[src/rtl/watch_pkg.sv]
// Shared types and helpers for the BCD watch: FSM states, edit field codes,
// digit limits and the two-digit BCD increment used by every time field.
package watch_pkg;

    typedef enum logic [1:0] {
        STOP = 2'd0,
        RUN  = 2'd1,
        SET  = 2'd2
    } state_t;

    localparam logic [1:0] FIELD_MIN     = 2'd0;
    localparam logic [1:0] FIELD_HR      = 2'd1;
    localparam logic [1:0] FIELD_SEC_CLR = 2'd2;
    localparam logic [1:0] FIELD_RSVD    = 2'd3;

    typedef logic [3:0] bcd_t;

    typedef struct packed {
        bcd_t d1;
        bcd_t d0;
    } bcd2_t;

    localparam int SEC_MAX  = 59;
    localparam int MIN_MAX  = 59;
    localparam int HR24_MAX = 23;
    localparam int HR12_MAX = 12;

    function automatic bcd2_t bcd2_of(input int v);
        bcd2_t r;
        r.d1 = bcd_t'(v / 10);
        r.d0 = bcd_t'(v % 10);
        return r;
    endfunction

    // Wraps to 00 after max; callers never hold a value above max.
    function automatic bcd2_t bcd2_inc(input bcd2_t v, input int max);
        bcd2_t r;
        if (v == bcd2_of(max)) begin
            r = '0;
        end else if (v.d0 == 4'd9) begin
            r.d1 = v.d1 + 4'd1;
            r.d0 = 4'd0;
        end else begin
            r.d1 = v.d1;
            r.d0 = v.d0 + 4'd1;
        end
        return r;
    endfunction

    function automatic bcd2_t hr_next(input bcd2_t h, input logic mode24);
        bcd2_t r;
        if (mode24)
            r = bcd2_inc(h, HR24_MAX);
        else if (h == bcd2_of(HR12_MAX))
            r = bcd2_of(1);
        else
            r = bcd2_inc(h, HR12_MAX);
        return r;
    endfunction

endpackage

[src/rtl/bcd_mod_counter.sv]
// Two-digit BCD counter wrapping 00..MAX; wrap flags the terminal value, carry = en at terminal.
// Latency: value updates on the edge after en/clr; carry/wrap are combinational from state.
// Backpressure: none; en and clr are accepted every cycle, clr has priority.
module bcd_mod_counter
    import watch_pkg::*;
#(
    parameter int MAX = 59
) (
    input  logic       clk,
    input  logic       reset,
    input  logic       en,
    input  logic       clr,
    output logic [3:0] d1,
    output logic [3:0] d0,
    output logic       carry,
    output logic       wrap
);

    bcd2_t val;

    assign wrap  = (val == bcd2_of(MAX));
    assign carry = en & wrap;
    assign d1    = val.d1;
    assign d0    = val.d0;

    always_ff @(posedge clk) begin
        if (reset || clr)
            val <= '0;
        else if (en)
            val <= bcd2_inc(val, MAX);
    end

endmodule

[src/rtl/param_watch.sv]
// HH:MM:SS BCD watch with STOP/RUN/SET control, 12/24-hour mode; WATCH_ALARM_EN adds an alarm.
// Latency: state, running and inc edits take effect 1 cycle after the pulse; digits move on prescaler wrap.
// Backpressure: none; control pulses are consumed the cycle they arrive.
module param_watch
    import watch_pkg::*;
#(
    parameter int CLK_PER_SEC = 100,
    parameter int MODE_24H    = 1
) (
    input  logic       clk,
    input  logic       reset,
    input  logic       start_resume,
    input  logic       stop,
    input  logic       setTime,
    input  logic [1:0] set_field,
    input  logic       inc,
    output logic [3:0] hr1,
    output logic [3:0] hr0,
    output logic [3:0] min1,
    output logic [3:0] min0,
    output logic [3:0] sec1,
    output logic [3:0] sec0,
    output logic       pm,
    output logic       running,
    output logic       sec_tick
`ifdef WATCH_ALARM_EN
    ,
    input  logic       alarm_on,
    input  logic       alarm_edit,
    output logic       alarm
`endif
);

    localparam int          PW     = (CLK_PER_SEC > 2) ? $clog2(CLK_PER_SEC) : 1;
    localparam logic [PW-1:0] P_LAST = PW'(CLK_PER_SEC - 1);
    localparam logic        MODE24 = (MODE_24H != 0);
    localparam bcd2_t       HR_RST = MODE24 ? bcd2_of(0) : bcd2_of(HR12_MAX);

    state_t        state, state_nxt;
    logic [PW-1:0] presc;
    bcd2_t         hr;
    logic          tick, edit, time_edit;
    logic          sec_carry, sec_wrap, min_carry, min_wrap;
    logic          hr_inc, pm_tgl;
    bcd2_t         hr_nx;
    logic          unused_cnt;

    always_comb begin
        state_nxt = state;
        if (setTime) begin
            state_nxt = SET;
        end else begin
            case (state)
                STOP:    if (start_resume) state_nxt = RUN;
                RUN:     if (stop)         state_nxt = STOP;
                SET:     state_nxt = STOP;
                default: state_nxt = STOP;
            endcase
        end
    end

    assign tick = (state == RUN) && (presc == P_LAST);
    assign edit = (state == SET) && inc;
`ifdef WATCH_ALARM_EN
    assign time_edit = edit && !alarm_edit;
`else
    assign time_edit = edit;
`endif

    bcd_mod_counter #(.MAX(SEC_MAX)) u_sec (
        .clk   (clk),
        .reset (reset),
        .en    (tick),
        .clr   (time_edit && (set_field == FIELD_SEC_CLR)),
        .d1    (sec1),
        .d0    (sec0),
        .carry (sec_carry),
        .wrap  (sec_wrap)
    );

    bcd_mod_counter #(.MAX(MIN_MAX)) u_min (
        .clk   (clk),
        .reset (reset),
        .en    (sec_carry || (time_edit && (set_field == FIELD_MIN))),
        .clr   (1'b0),
        .d1    (min1),
        .d0    (min0),
        .carry (min_carry),
        .wrap  (min_wrap)
    );

    assign unused_cnt = &{1'b0, sec_wrap, min_carry};

    // Run carries need the seconds carry as well, so a minutes edit at 59 never bumps hours.
    assign hr_inc = (sec_carry && min_wrap) || (time_edit && (set_field == FIELD_HR));
    assign hr_nx  = hr_next(hr, MODE24);
    assign pm_tgl = !MODE24 && (hr == bcd2_of(11));
    assign hr1    = hr.d1;
    assign hr0    = hr.d0;

    always_ff @(posedge clk) begin
        if (reset) begin
            state    <= STOP;
            running  <= 1'b0;
            sec_tick <= 1'b0;
            presc    <= '0;
            hr       <= HR_RST;
            pm       <= 1'b0;
        end else begin
            state    <= state_nxt;
            running  <= (state_nxt == RUN);
            sec_tick <= tick;
            if (state_nxt == SET)
                presc <= '0;
            else if (state == RUN)
                presc <= tick ? '0 : presc + 1'b1;
            if (hr_inc) begin
                hr <= hr_nx;
                if (pm_tgl)
                    pm <= ~pm;
            end
        end
    end

`ifdef WATCH_ALARM_EN
    bcd2_t al_min, al_hr;
    logic  al_pm, al_edit, al_hit;
    bcd2_t nxt_min, nxt_hr;
    logic  nxt_pm;

    assign al_edit = edit && alarm_edit;
    // Time the current tick produces; only meaningful when sec_carry is high.
    assign nxt_min = bcd2_inc({min1, min0}, MIN_MAX);
    assign nxt_hr  = min_wrap ? hr_nx : hr;
    assign nxt_pm  = pm ^ (min_wrap && pm_tgl);
    assign al_hit  = sec_carry && alarm_on && (nxt_min == al_min) &&
                     (nxt_hr == al_hr) && (nxt_pm == al_pm);

    always_ff @(posedge clk) begin
        if (reset) begin
            al_min <= '0;
            al_hr  <= HR_RST;
            al_pm  <= 1'b0;
            alarm  <= 1'b0;
        end else begin
            if (al_edit && (set_field == FIELD_MIN))
                al_min <= bcd2_inc(al_min, MIN_MAX);
            if (al_edit && (set_field == FIELD_HR)) begin
                al_hr <= hr_next(al_hr, MODE24);
                if (!MODE24 && (al_hr == bcd2_of(11)))
                    al_pm <= ~al_pm;
            end
            if (stop || !alarm_on)
                alarm <= 1'b0;
            else if (al_hit)
                alarm <= 1'b1;
            else if (sec_carry)
                alarm <= 1'b0;
        end
    end
`endif

endmodule
[config.mk]
export PLATFORM = sky130hd
export DESIGN_NAME = param_watch
export DESIGN_NICKNAME = d
export VERILOG_FILES = /design/src/rtl/watch_pkg.sv /design/src/rtl/bcd_mod_counter.sv /design/src/rtl/param_watch.sv
export SDC_FILE = /design/constraint.sdc
export NUM_CORES = 1
export LEC_CHECK = 0
export CORE_MARGIN = 2
export CORE_UTILIZATION = 65
export CTS_CLUSTER_DIAMETER = 60
export DETAILED_ROUTE_END_ITERATION = 6
export DONT_BUFFER_PORTS = 1
export PLACE_DENSITY_LB_ADDON = 0.05
export SLEW_MARGIN = 10
export SYNTH_ARGS = -nofsm -noshare
export SYNTH_HDL_FRONTEND = slang
export SYNTH_HIERARCHICAL = 1
export SYNTH_SLANG_ARGS = --single-unit
[constraint.sdc]
create_clock -name clk -period 4.8 [get_ports clk]
set_clock_uncertainty 0.2 [all_clocks]
set_input_delay 0.96 -clock clk [delete_from_list [all_inputs] [get_ports clk]]
set_output_delay 0.96 -clock clk [all_outputs]
set_load 0.03 [all_outputs]
==> flow_summary.toml, run 1 <==
[setup_path]
worstPathRequired_ns = 4.90
worstSetupStartpointType = "flip-flop"
arrival_ns = 3.34
critPathCaptureType = "flip-flop"
regToRegStartpoint = "presc[0]"
startpoint = "presc[0]"
worst-setup-path-type = "reg2reg"
path_max_fanout = 9

[cts]
cts_sinks = 35
post_cts_buffers = 0
insertion_delay_ns = 0.35
cts_made_buffers = 5
cts_resized = 0
cts_root_buf = "clkbuf_4"
cts_buffer_depth = 2
clk_pin_slew_ns = 0.11
cts_tree = "yes"
hold_buffers = 0
cts_max_level = 2

[pwr]
seq_power_share_pct = 59.5
power.leakage_nw = 0.6951
p_int_mw = 0.3837
vdd_ir_drop_max_mv = 0.2654
power_density_nw_per_um2 = 264.9
netSwitchingFraction_pct = 22.88
clkPwrFrac_pct = 37.6
p_sw_mw = 0.1139
combPwrFrac_pct = 2.9

[die]
core-area_um2 = 2545
rows = 18
start_util_pct = 70.06
floorplan.die.width_um = 56.38
die_area_um2 = 3178
ioPinCount = 35
fp.dieH_um = 56.38

[timing]
fmax_ghz = 0.3085
fin_ws_ns = 1.558
slew_violations = 0
max_slew_margin_pct = 66.27
hold_viol = 0
rsz0062_at_grt = "no"
worstMarginPinSlew_ns = 0.5052
tns_ns = 0
finalCritPeriodShare_pct = 67.54
period_needed_ns = 3.242
setup_viol = 0

[placed_design]
gp_congestion = 0.8199
portBuffers = 0
dp_slack_ns = 1.601
place_area_um2 = 1809
hpwlAfterDp_um = 2485

[layout]
nNetsFinal = 221
fin_area_um2 = 1878
syn_to_final_growth_pct = 5.333
drive_above_1_share_pct = 9.268
antennaDiodeCount = 0

[route]
first_pass_iters = 4
via_per_inst = 6.204
drc = 0
dr_wl_met3_um = 260
avgRoutedWirePerCell_um = 14.94
drt-total-wl_um = 3511
met2_length_um = 1634
via_count = 1458
top_layer_used = "met4"
wl_met1_um = 1560
drt_iter0_drc = 71
final_antenna_net_count = 0

[logic_synthesis]
yosysWarningCount = 6
syn_inst = 199
synth_area_um2 = 1783
avgSynthCellArea_um2 = 8.960

[global_routing]
grt.total_usage_pct = 23.55
grt.overflow.total = 0
grt_first_pass_wirelength_um = 5906
antenna_found_initial = 0
grt_pass1_vias = 1409
grt_max_degree = 19

[run]
maxCapViolCount = 0

[run_status]
status = "finished, final reports clean"

[worst_hold_path]
hold_class = "reg2reg"
min_from = "presc[1]"
-- worst paths after layout --
path                       to  slack [ns]  depth (start not counted)
setup / recovery  u_min/d1[1]        1.56                         12
hold / removal       presc[1]        0.28                          2
setup reg to reg  u_min/d1[1]        1.56                         12
hold reg to reg      presc[1]        0.28                          2
-- cell usage in the layout, fill, tap and decap left out, types with 2 or more instances in the layout --
master and instances:
ha_1 9, o2111ai_1 2, nor2b_1 2, dfxtp_1 35, or4_1 4, mux2_2 3
nor4_1 3, nand3_1 7, nand3b_4 2, a211o_2 2, nand2_1 16, conb_1 3
nor2_1 20, nand2b_1 2, or2_1 2, xnor2_1 7, xor2_1 3, nor3_1 4
o32ai_1 2, nor3b_1 5, mux2i_1 3, or3b_4 2, and3b_1 3, o21ai_1 2
a21oi_1 11, clkbuf_4 5, and3_1 3, o21ai_0 9, nand4_1 2, a32o_1 2
inv_1 10, clkbuf_8 2, or3_1 6
-- power by group through the flow --
stage | logic, mW | clock network, mW | registers [mW]
final | 0.0143 | 0.187 | 0.296
after global placement | 0.0135 | 0 | 0.303
after floorplan | 0.0140 | 0 | 0.302
after CTS | 0.0143 | 0.190 | 0.296
after global routing | 0.0161 | 0.202 | 0.296
after detailed placement | 0.0143 | 0 | 0.303
-- flip-flops by register name, summed over array words and instances, names as in the netlist, 2 cells and up --
| signal | count |
|---|---|
| state | 2 |
| u_min/d1 | 4 |
| u_min/d0 | 4 |
| u_sec/d0 | 4 |
| hr1 | 4 |
| u_sec/d1 | 4 |
| hr0 | 4 |
| presc | 7 |
-- worst max-delay path, cell delays in order (launching register included) --
cell and delay, ns:
dfxtp_1 0.39, ha_1 0.21, nand3b_4 0.11, or4b_4 0.54
inv_1 0.15, nand2_1 0.20, nor2_1 0.18, and2_1 0.16
inv_1 0.04, o31ai_1 0.12, nand2_1 0.29, or4_1 0.46
a21oi_1 0.14
-- through the flow --
step / total power [mW] / hold slack [ns] / util (%) / cells
3_5_place_dp: 0.3170 / 0.2712 / 71.09 / 227
5_1_grt: 0.5148 / 0.3307 / 73.80 / 235
4_1_cts: 0.5002 / 0.2859 / 73.80 / 235
2_1_floorplan: 0.3160 / 0.2491 / - / 201
3_3_place_gp: 0.3161 / 0.2621 / 71.09 / 227
6_report: 0.4976 / 0.2838 / 73.80 / 235
-- cell type report --
| cell class | count | area, um^2 |
|---|---|---|
| Clock buffer | 8 | 68.82 |
| Tap cell | 30 | 37.54 |
| Multi-Input combinational cell | 152 | 1033 |
| Inverter | 10 | 37.54 |
| Fill cell | 204 | 666.9 |
| Sequential cell | 35 | 700.7 |
-- layer usage --
layer	GRT usage [%]	vias up
li1	-	717
met2	38.66	48
met5	0	-
met4	9.524	0
met3	10.37	6
met1	26.70	687
Note: power is estimated with default switching activity, not from simulation.
==> run 2, diff against run 1 <==
--- a/config.mk
+++ b/config.mk
@@ -6,7 +6,7 @@
 export NUM_CORES = 1
 export LEC_CHECK = 0
 export CORE_MARGIN = 2
-export CORE_UTILIZATION = 65
+export CORE_UTILIZATION = 56
 export CTS_CLUSTER_DIAMETER = 60
 export DETAILED_ROUTE_END_ITERATION = 6
 export DONT_BUFFER_PORTS = 1
==> constraint.sdc (replaced) <==
create_clock -name clk -period 2.9 [get_ports clk]
set_clock_uncertainty 0.2 [all_clocks]
set_input_delay 0.58 -clock clk [delete_from_list [all_inputs] [get_ports clk]]
set_output_delay 0.58 -clock clk [all_outputs]
set_load 0.03 [all_outputs]
==> run 2 against run 1 <==
  * Highest routed layer unchanged
  * Non-clock buffer count is 15 higher
  * Critical path depth increased by 1
  * Critical path type unchanged
  * Via count grew 1.6%
  * Worst hold slack got worse by 0.19 ns
  * Power increased by 66%
  * Critical endpoint is now u_min/d0[3]
  * Largest power group unchanged
  * Clock power grew 65%
  * Sequential share of layout area down 3.0 points
  * Final cell count is 12% higher
==> flow_summary.toml, run 2 (synthesized netlist as in run 1, its figures left out) <==
[die]
core-area_um2 = 3053
ioPinCount = 35
rows = 20
fp.dieH_um = 60.43
die_area_um2 = 3651
floorplan.die.width_um = 60.43
start_util_pct = 58.40

[route]
drc = 0
drt-total-wl_um = 3670
via_count = 1481
drt_iter0_drc = 112
first_pass_iters = 4
avgRoutedWirePerCell_um = 13.90
via_per_inst = 5.610
final_antenna_net_count = 0

[setup_path]
reg2reg_to = "u_min/d0[3]"
cp_cell_sequence = "ha_4, nand3b_4, or4b_4, inv_1, nand2_1, nor2_2, and2_4, inv_1, o31ai_1, buf_4, nand3_2, mux2_4, o32ai_2"
worst-setup-path-type = "reg2reg"
crit_top_cell = "inv_1"
r2r_slack_ns = 0.17
critPathCaptureType = "flip-flop"
regToRegStartpoint = "presc[0]"
worstPathRequired_ns = 2.96
path_max_fanout = 4
critPathSlowestCell = "or4b_4"
worstSetupStartpointType = "flip-flop"
cpPeakStageDelay_ns = 0.54
worstRegToRegCells = 13
arrival_ns = 2.80

[global_routing]
antenna_found_initial = 0
grt_pass1_vias = 1369
grt.overflow.total = 0
grt_first_pass_wirelength_um = 5858
grt.total_usage_pct = 21.41
grt_max_degree = 19

[timing]
tns_ns = 0
finalCritPeriodShare_pct = 94.19
fmax_ghz = 0.3661
period_needed_ns = 2.732
fin_ws_ns = 0.1684
setup_viol = 0
rsz0062_at_grt = "no"
slew_violations = 0
hold_viol = 0
max_slew_margin_pct = 64.17
worstMarginPinSlew_ns = 0.5367

[placed_design]
gp_congestion = 0.7519
dp_slack_ns = 0.08165
hpwlAfterDp_um = 2594
placed_cells = 253
portBuffers = 0

[pwr]
vdd_ir_drop_max_mv = 0.2968
power.leakage_nw = 0.7853
power_density_nw_per_um2 = 402.3

[cts]
hold_buffers = 0
clk_pin_slew_ns = 0.11
insertion_delay_ns = 0.34
cts_sinks = 35
cts_max_level = 2
cts_made_buffers = 5
cts_root_buf = "clkbuf_4"
cts_tree = "yes"
cts_buffer_depth = 2

[layout]
drive_above_1_share_pct = 19.09
syn_to_final_growth_pct = 15.02
top_register = "presc"
final_cells = 264
final_common_cell = "dfxtp_1"
largest_reg_flops = 7
final_cell_mix = "dfxtp_1 (33), nor2_1 (19), nand2_1 (15)"
antennaDiodeCount = 0
nNetsFinal = 236
fin_util_pct = 67.17

[worst_hold_path]
hold_end = "sec_tick"
hold_depth = 1
min_from = "reset"
hold_class = "in2reg"

[run]
maxCapViolCount = 0

[run_status]
status = "finished, final reports clean"
[run 2: worst max path at each step]
stage / from / to / slack [ns] / cells past startpoint
global placement: presc[0] / u_min/d0[3] / 0.18 / 13
global route: presc[1] / hr0[1] / 0.03 / 12
floorplan: presc[0] / u_min/d1[1] / 0.004 / 12
finish: presc[0] / u_min/d0[3] / 0.17 / 13
detailed placement: presc[0] / u_min/d0[3] / 0.08 / 13
CTS: presc[0] / u_min/d1[1] / 0.06 / 12
[run 2: per-stage QoR]
step,total power [mW],cell area (um^2),hold WS [ns]
final,0.8249,2051,0.09274
after global routing,0.8583,2051,0.07618
after CTS,0.8284,1986,0.09096
after detailed placement,0.5268,1917,0.2721
after global placement,0.5259,1917,0.2639
after floorplan,0.5231,1790,0.2491
[run 2: per-layer routing]
metal | vias up | GRT usage [%] | wire length (um)
met3 | 4 | 7.036 | 191
met2 | 28 | 36.18 | 1764
met5 | - | 0 | 0
li1 | 747 | - | -
met1 | 702 | 26.06 | 1683
met4 | 0 | 6.522 | 31
[run 2: final cells by class]
cell class / count / area (um^2)
clock buffer: 8 / 68.82
fill: 258 / 1002
inverter: 10 / 37.54
multi-input combinational: 152 / 1070
sequential: 35 / 703.2
tap: 44 / 55.05
timing repair buffer: 15 / 116.4
[run 2: what timing repair did]
item,4_1_cts,5_1_grt
setup endpoints to repair,0,6
setup buffers,0,3
resized for setup,0,11
[run 2: power breakdown]
| group | switching [mW] | leakage, nW | internal [mW] |
|---|---|---|---|
| sequential | 0.00525 | 0.283 | 0.483 |
| combinational | 0.0166 | 0.463 | 0.0119 |
| clock | 0.165 | 0.0386 | 0.143 |
[run 2: worst max-delay path: cells and delay by family, from the launching register on]
kind / cells / cell delay [ns]
flip-flops: 1 / 0.37
adder cells (fa/ha/maj): 1 / 0.14
multiplexers: 1 / 0.30
AND/OR/NAND/NOR: 6 / 1.06
buffers and inverters: 3 / 0.31
AO/OA/AOI/OAI: 2 / 0.27
